`src/rtl/debouncer_if.sv`:
```
`default_nettype none
// +----------------------------------------------------------------------+
// | Module      : debouncer_if                                           |
// | Description : Sample strobe, raw inputs and debounced outputs of the |
// |               per-bit debouncer, bundled with master/slave views.    |
// | Revision    : 1.0 - initial release                                  |
// +----------------------------------------------------------------------+
interface debouncer_if #(
  parameter int WIDTH = 4
);
  logic             tick_in;
  logic [WIDTH-1:0] raw_in;
  logic [WIDTH-1:0] state_out;
  logic [WIDTH-1:0] rise_out;
  logic [WIDTH-1:0] fall_out;

  // Driver side: tick timer and raw inputs, consumes clean levels/strobes
  modport master (
    output tick_in,
    output raw_in,
    input  state_out,
    input  rise_out,
    input  fall_out
  );

  // Debouncer side
  modport slave (
    input  tick_in,
    input  raw_in,
    output state_out,
    output rise_out,
    output fall_out
  );
endinterface
`default_nettype wire

```
`src/rtl/debouncer.sv`:
```
`default_nettype none
// +----------------------------------------------------------------------+
// | Module      : debouncer                                              |
// | Description : Per-bit debouncer. Raw inputs are synchronised, sampled|
// |               on each tick, and a bit flips after SAMPLES consecutive|
// |               disagreeing samples, with one-cycle rise/fall strobes. |
// | Revision    : 1.0 - initial release                                  |
// +----------------------------------------------------------------------+
module debouncer #(
  parameter int               WIDTH       = 4,
  parameter int               SAMPLES     = 4,
  parameter logic [WIDTH-1:0] RESET_VALUE = '0
) (
  input  logic        clk_in,
  input  logic        reset_in,
  debouncer_if.slave  bus
);

  // Counter only needs to reach SAMPLES-1; width covers SAMPLES=1..255.
  localparam int             CNT_W    = $clog2(SAMPLES + 1);
  localparam logic [CNT_W-1:0] CNT_LAST = CNT_W'(SAMPLES - 1);

  logic [WIDTH-1:0] sync1_q;
  logic [WIDTH-1:0] sync2_q;
  logic [WIDTH-1:0] state_q;
  logic [WIDTH-1:0] state_d;
  logic [WIDTH-1:0] rise_q;
  logic [WIDTH-1:0] rise_d;
  logic [WIDTH-1:0] fall_q;
  logic [WIDTH-1:0] fall_d;
  logic [CNT_W-1:0] cnt_q [WIDTH];
  logic [CNT_W-1:0] cnt_d [WIDTH];

  // Two-flop synchroniser, free-running every cycle regardless of tick
  always_ff @(posedge clk_in) begin
    if (reset_in) begin
      sync1_q <= RESET_VALUE;
      sync2_q <= RESET_VALUE;
    end else begin
      sync1_q <= bus.raw_in;
      sync2_q <= sync1_q;
    end
  end

  // Per-bit run-length count of disagreeing tick samples and flip decision
  always_comb begin
    state_d = state_q;
    rise_d  = '0;
    fall_d  = '0;
    for (int i = 0; i < WIDTH; i++) begin
      cnt_d[i] = cnt_q[i];
    end
    if (bus.tick_in) begin
      for (int i = 0; i < WIDTH; i++) begin
        if (sync2_q[i] == state_q[i]) begin
          // Any agreeing sample breaks the run.
          cnt_d[i] = '0;
        end else if (cnt_q[i] == CNT_LAST) begin
          // This sample completes the run: flip and strobe in the same edge.
          state_d[i] = sync2_q[i];
          cnt_d[i]   = '0;
          rise_d[i]  = sync2_q[i];
          fall_d[i]  = ~sync2_q[i];
        end else begin
          cnt_d[i] = cnt_q[i] + CNT_W'(1);
        end
      end
    end
  end

  // Debounced level, strobes and counters; reset discards any partial count
  always_ff @(posedge clk_in) begin
    if (reset_in) begin
      state_q <= RESET_VALUE;
      rise_q  <= '0;
      fall_q  <= '0;
      for (int i = 0; i < WIDTH; i++) begin
        cnt_q[i] <= '0;
      end
    end else begin
      state_q <= state_d;
      rise_q  <= rise_d;
      fall_q  <= fall_d;
      for (int i = 0; i < WIDTH; i++) begin
        cnt_q[i] <= cnt_d[i];
      end
    end
  end

  assign bus.state_out = state_q;
  assign bus.rise_out  = rise_q;
  assign bus.fall_out  = fall_q;

endmodule
`default_nettype wire

```
`src/flat_wrapper.sv`:
```
// flat-port wrapper written by rule: the top's interface ports become plain ports
module debouncer_flat 
#(
  parameter int               WIDTH       = 4,
  parameter int               SAMPLES     = 4,
  parameter logic [WIDTH-1:0] RESET_VALUE = '0
)
  (clk_in, reset_in, bus_tick_in, bus_raw_in, bus_state_out, bus_rise_out, bus_fall_out);
  debouncer_if #(.WIDTH(WIDTH)) bus_i ();
  input  logic clk_in;
  input  logic reset_in;
  input wire logic [$bits(bus_i.tick_in)-1:0] bus_tick_in;
  input wire logic [$bits(bus_i.raw_in)-1:0] bus_raw_in;
  output wire logic [$bits(bus_i.state_out)-1:0] bus_state_out;
  output wire logic [$bits(bus_i.rise_out)-1:0] bus_rise_out;
  output wire logic [$bits(bus_i.fall_out)-1:0] bus_fall_out;
  assign bus_i.tick_in = bus_tick_in;
  assign bus_i.raw_in = bus_raw_in;
  assign bus_state_out = bus_i.state_out;
  assign bus_rise_out = bus_i.rise_out;
  assign bus_fall_out = bus_i.fall_out;
  debouncer #(.WIDTH(WIDTH), .SAMPLES(SAMPLES), .RESET_VALUE(RESET_VALUE)) u_core (.clk_in(clk_in), .reset_in(reset_in), .bus(bus_i));
endmodule
```
`config.mk`:
```
export PLATFORM = sky130hd
export DESIGN_NAME = debouncer_flat
export DESIGN_NICKNAME = d
export VERILOG_FILES = /design/src/rtl/debouncer_if.sv /design/src/rtl/debouncer.sv /design/src/flat_wrapper.sv
export SDC_FILE = /design/constraint.sdc
export NUM_CORES = 1
export LEC_CHECK = 0
export ABC_AREA = 1
export BUFFER_PORTS_ARGS = -buffer_cell sky130_fd_sc_hd__clkbuf_2
export CAP_MARGIN = 20
export CORE_AREA = 3 3 55 62
export DETAILED_ROUTE_END_ITERATION = 7
export DIE_AREA = 0 0 58 65
export PLACE_DENSITY_LB_ADDON = 0.25
export SETUP_SLACK_MARGIN = 0.02
export SLEW_MARGIN = 0
export SYNTH_ARGS = -nofsm -noshare
export SYNTH_HDL_FRONTEND = slang
export SYNTH_SLANG_ARGS = --single-unit
export TNS_END_PERCENT = 100
```
`constraint.sdc`:
```
create_clock -name clk_in -period 1.13 [get_ports clk_in]
set_input_delay 0.1695 -clock clk_in [delete_from_list [all_inputs] [get_ports clk_in]]
set_output_delay 0.1695 -clock clk_in [all_outputs]
set_load 0.01 [all_outputs]
```
==> metrics.md <==
| Metric | Value |
|---|---|
| Status | completed |
| VDD IR-drop max | about 1.1 mV |
| Top_reg_cell synth | dfxtp_1 |
| Vias in the first global route | around 960 |
| Slew @ Worst Pin | around 0.28 ns |
| CP Capture Type | primary output |
| Minimum clock period | slightly above 1 ns |
| #FFs+latches synth | 32 |
| ANT cells | 0 |
| CP top delay family | flip-flops |
| DR iter-0 viols | 28 |
| Critical path buffers and inverters | 1 |
| Sink Count | 32 |
| WL/cell | about 10 um |
| PortBufs | 18 |
| Ys Warns | 0 |
| Skew-Pair Late Insertion Delay | approximately 0.33 ns |
| First-pass DRT Iterations | 4 |
| Post-Synthesis Cells | about 170 |
| Crit path cell chain | clkbuf_2 |
| Total track usage | a little over an eighth |
| Synth top cells by count | 37 x inv_1, 32 x dfxtp_1, 32 x nand2_1 |
| # DRC | 0 |
| Grt met1 use | between 15 and 20% |
| Final Slew Violations | 0 |
| CTS Buffer Depth | 2 |
| Via count | roughly 1,000 |
| Drt total wl | between 2000 and 2500 um |
| Worst EP arrival | 0.87 ns |
| Initial Utilization | around 46% |
| Die ar. | 3770 um2 |
| Top-area cell type share of the netlist area | about half |
| Tot Pwr | 2.12 mW |
| Std-Cell Rows | 20 |
| Initial antenna violation count | 0 |
| PwrDens | 1380 nW/um2 |
| Synth Net Count | 177 |
| Gr busiest metal | met2 |
| CTS HTree Levels | 2 |
| Largest net degree at the start of global routing | 17 |
| CTS tree | yes |
| Crit share post-route | between 90% and 100% |
| Hold Vio Cnt, Final | 0 |
| Grt total ovfl | 0 |
| CP Class | reg -> out |
| Slowest CP cell | dfxtp_1 |
| Non-Filler Instances | around 220 |
| CTS buffer count | 5 |
| Via density | ~4.6 |
| RSZ-0062 raised after global routing | yes |
| Data required, critical path | 0.96 ns |
| Placed cell count | ~220 |
| Most common cell in the netlist | inv_1 |
| Post-Syn Area per Cell | 7.84 um2 |
| Layout cell share with drive strength beyond 1 | a little under a quarter |
| Critical Path Fanout Max | 4 |
| DIE HEIGHT | 65 um |
| First-pass GRT wire length | 3850 um |
| Max incr delay on CP | roughly 0.38 ns |
| Antenna viol nets, final | 0 |
| Root Buffer | clkbuf_4 |
| Core box area | between 2000 and 3000 um2 |
| DPL Wire Length | roughly 1600 um |
| Async set-reset flop share out of synthesis | 0% |
| Max Fclk | between 0.9 and 1 GHz |
| Setup violators final | 0 |
| Met2 Usage GRT | between 20% and 30% |
| Synth-to-Final Area Change | 17.5% |
| Mapped cell area | approximately 1300 um2 |
| Met3 Track Usage GR | between 5 and 6% |
| Worst clock skew | between 0.007 and 0.008 ns |
| Synth top area cells | dfxtp_1 49%, inv_1 11%, nand2_1 9.2% |
| Sequential-to-total area share from yosys stat | between 40% and 50% |
| Yosys top cell by area | dfxtp_1 |
| Startpoint types | flop |
| Max Cap Viol | 0 |
| Post-synth EDFFs | 0 |
| Setup Fix Bufs, Post-CTS | 0 |
| R2R Setup Slk | roughly 0.10 ns |
| Ports | 19 |
| Worst Hold Class | in -> reg |
| Final Util | a little over half |
| RD Place Congestion | 0.710 |
| CTS clk-pin slew, worst paths | around 0.1 ns |
| Post-synth cell types | 17 |
| Die X-Extent | between 50 and 60 um |
| Leak | 0.727 nW |
| Final nets | about 200 |
| Worst slew margin | between 80% and 90% |
| Setup_tns | 0 ns |
-- state kept, by name, indices dropped and copies added (netlist names) --
| register | flops |
|---|---|
| u_core.bus.fall_out | 4 |
| u_core.bus.rise_out | 4 |
| u_core.bus.state_out | 4 |
| u_core.cnt_q | 12 |
| u_core.sync1_q | 4 |
| u_core.sync2_q | 4 |
-- cell families after synthesis --
logic type / Yosys count / share of synthesized area [%]
flip-flops: 32 / 49.2
buffers and inverters: 45 / 16.0
adder cells (fa/ha/maj): 4 / 3.85
AND/OR/NAND/NOR: 68 / 24.4
AO/OA/AOI/OAI: 17 / 6.54
-- cell usage in the layout, fill, tap and decap left out, drive strengths merged --
| cell type | netlist | final |
|---|---|---|
| nand3 | 16 | 16 |
| dfxtp | 32 | 32 |
| nand2 | 32 | 32 |
| nand4 | 4 | 4 |
| ha | 4 | 4 |
| a21oi | 13 | 13 |
| bufinv | 0 | 1 |
| buf | 6 | 4 |
| nor3 | 4 | 4 |
| clkbuf | 0 | 24 |
| o21ai | 4 | 4 |
| nor2 | 12 | 12 |
| inv | 38 | 38 |
| clkinv | 1 | 2 |
| dlygate4sd3 | 0 | 1 |
-- through the flow --
stage                     hold WS [ns]  area [um2]  setup WS (ns)
after floorplan                  0.276        1300          0.172
after global placement           0.364        1410          0.126
after detailed placement         0.369        1410         0.0648
after CTS                      0.00428        1480         0.0389
after global routing            0.0112        1530       0.000113
final                           0.0179        1530         0.0947
-- report_power, final --
part | leakage (nW) | total (mW) | internal (mW) | switching [mW]
clock | 0.0422 | 0.854 | 0.464 | 0.390
sequential | 0.262 | 1.16 | 1.15 | 0.0124
combinational | 0.423 | 0.102 | 0.0373 | 0.0652
-- area by class of cell --
class	count	area (um2)
fill	263	1270
sequential	32	646
multi-input combinational	89	485
inverter	39	150
timing repair buffer	23	130
clock buffer	6	41.3
tap	33	41.3
clock inverter	2	35.0
-- metal layers --
metal / wire length, um / vias up / share of wire [%]
li1: - / 556 / -
met1: 1050 / 458 / 45
met2: 1080 / 19 / 47
met3: 118 / 8 / 5.1
met4: 67 / 0 / 2.9
met5: 0 / - / 0
-- worst paths after layout --
check,startpoint,end,cells past startpoint
max,u_core.bus.state_out[1],bus_state_out[1],1
min,bus_raw_in[2],u_core.sync1_q[2],3
max reg2reg,u_core.cnt_q[0][9],u_core.bus.state_out[3],6
min reg2reg,u_core.sync1_q[3],u_core.sync2_q[3],2
-- what timing repair did --
action / CTS / global route
gates resized for setup: 0 / 11
hold buffers: 0 / 1
hold endpoints to repair: 0 / 1
setup endpoints to repair: 0 / 5
-- worst reg2reg max path, stage by stage (launching register included) --
cell	delay, ns
dfxtp_1	0.35
ha_1	0.19
nand2_2	0.09
inv_1	0.06
nand3_1	0.10
nand3_1	0.08
nand2_1	0.06
Power figures use the tool's default switching activity.
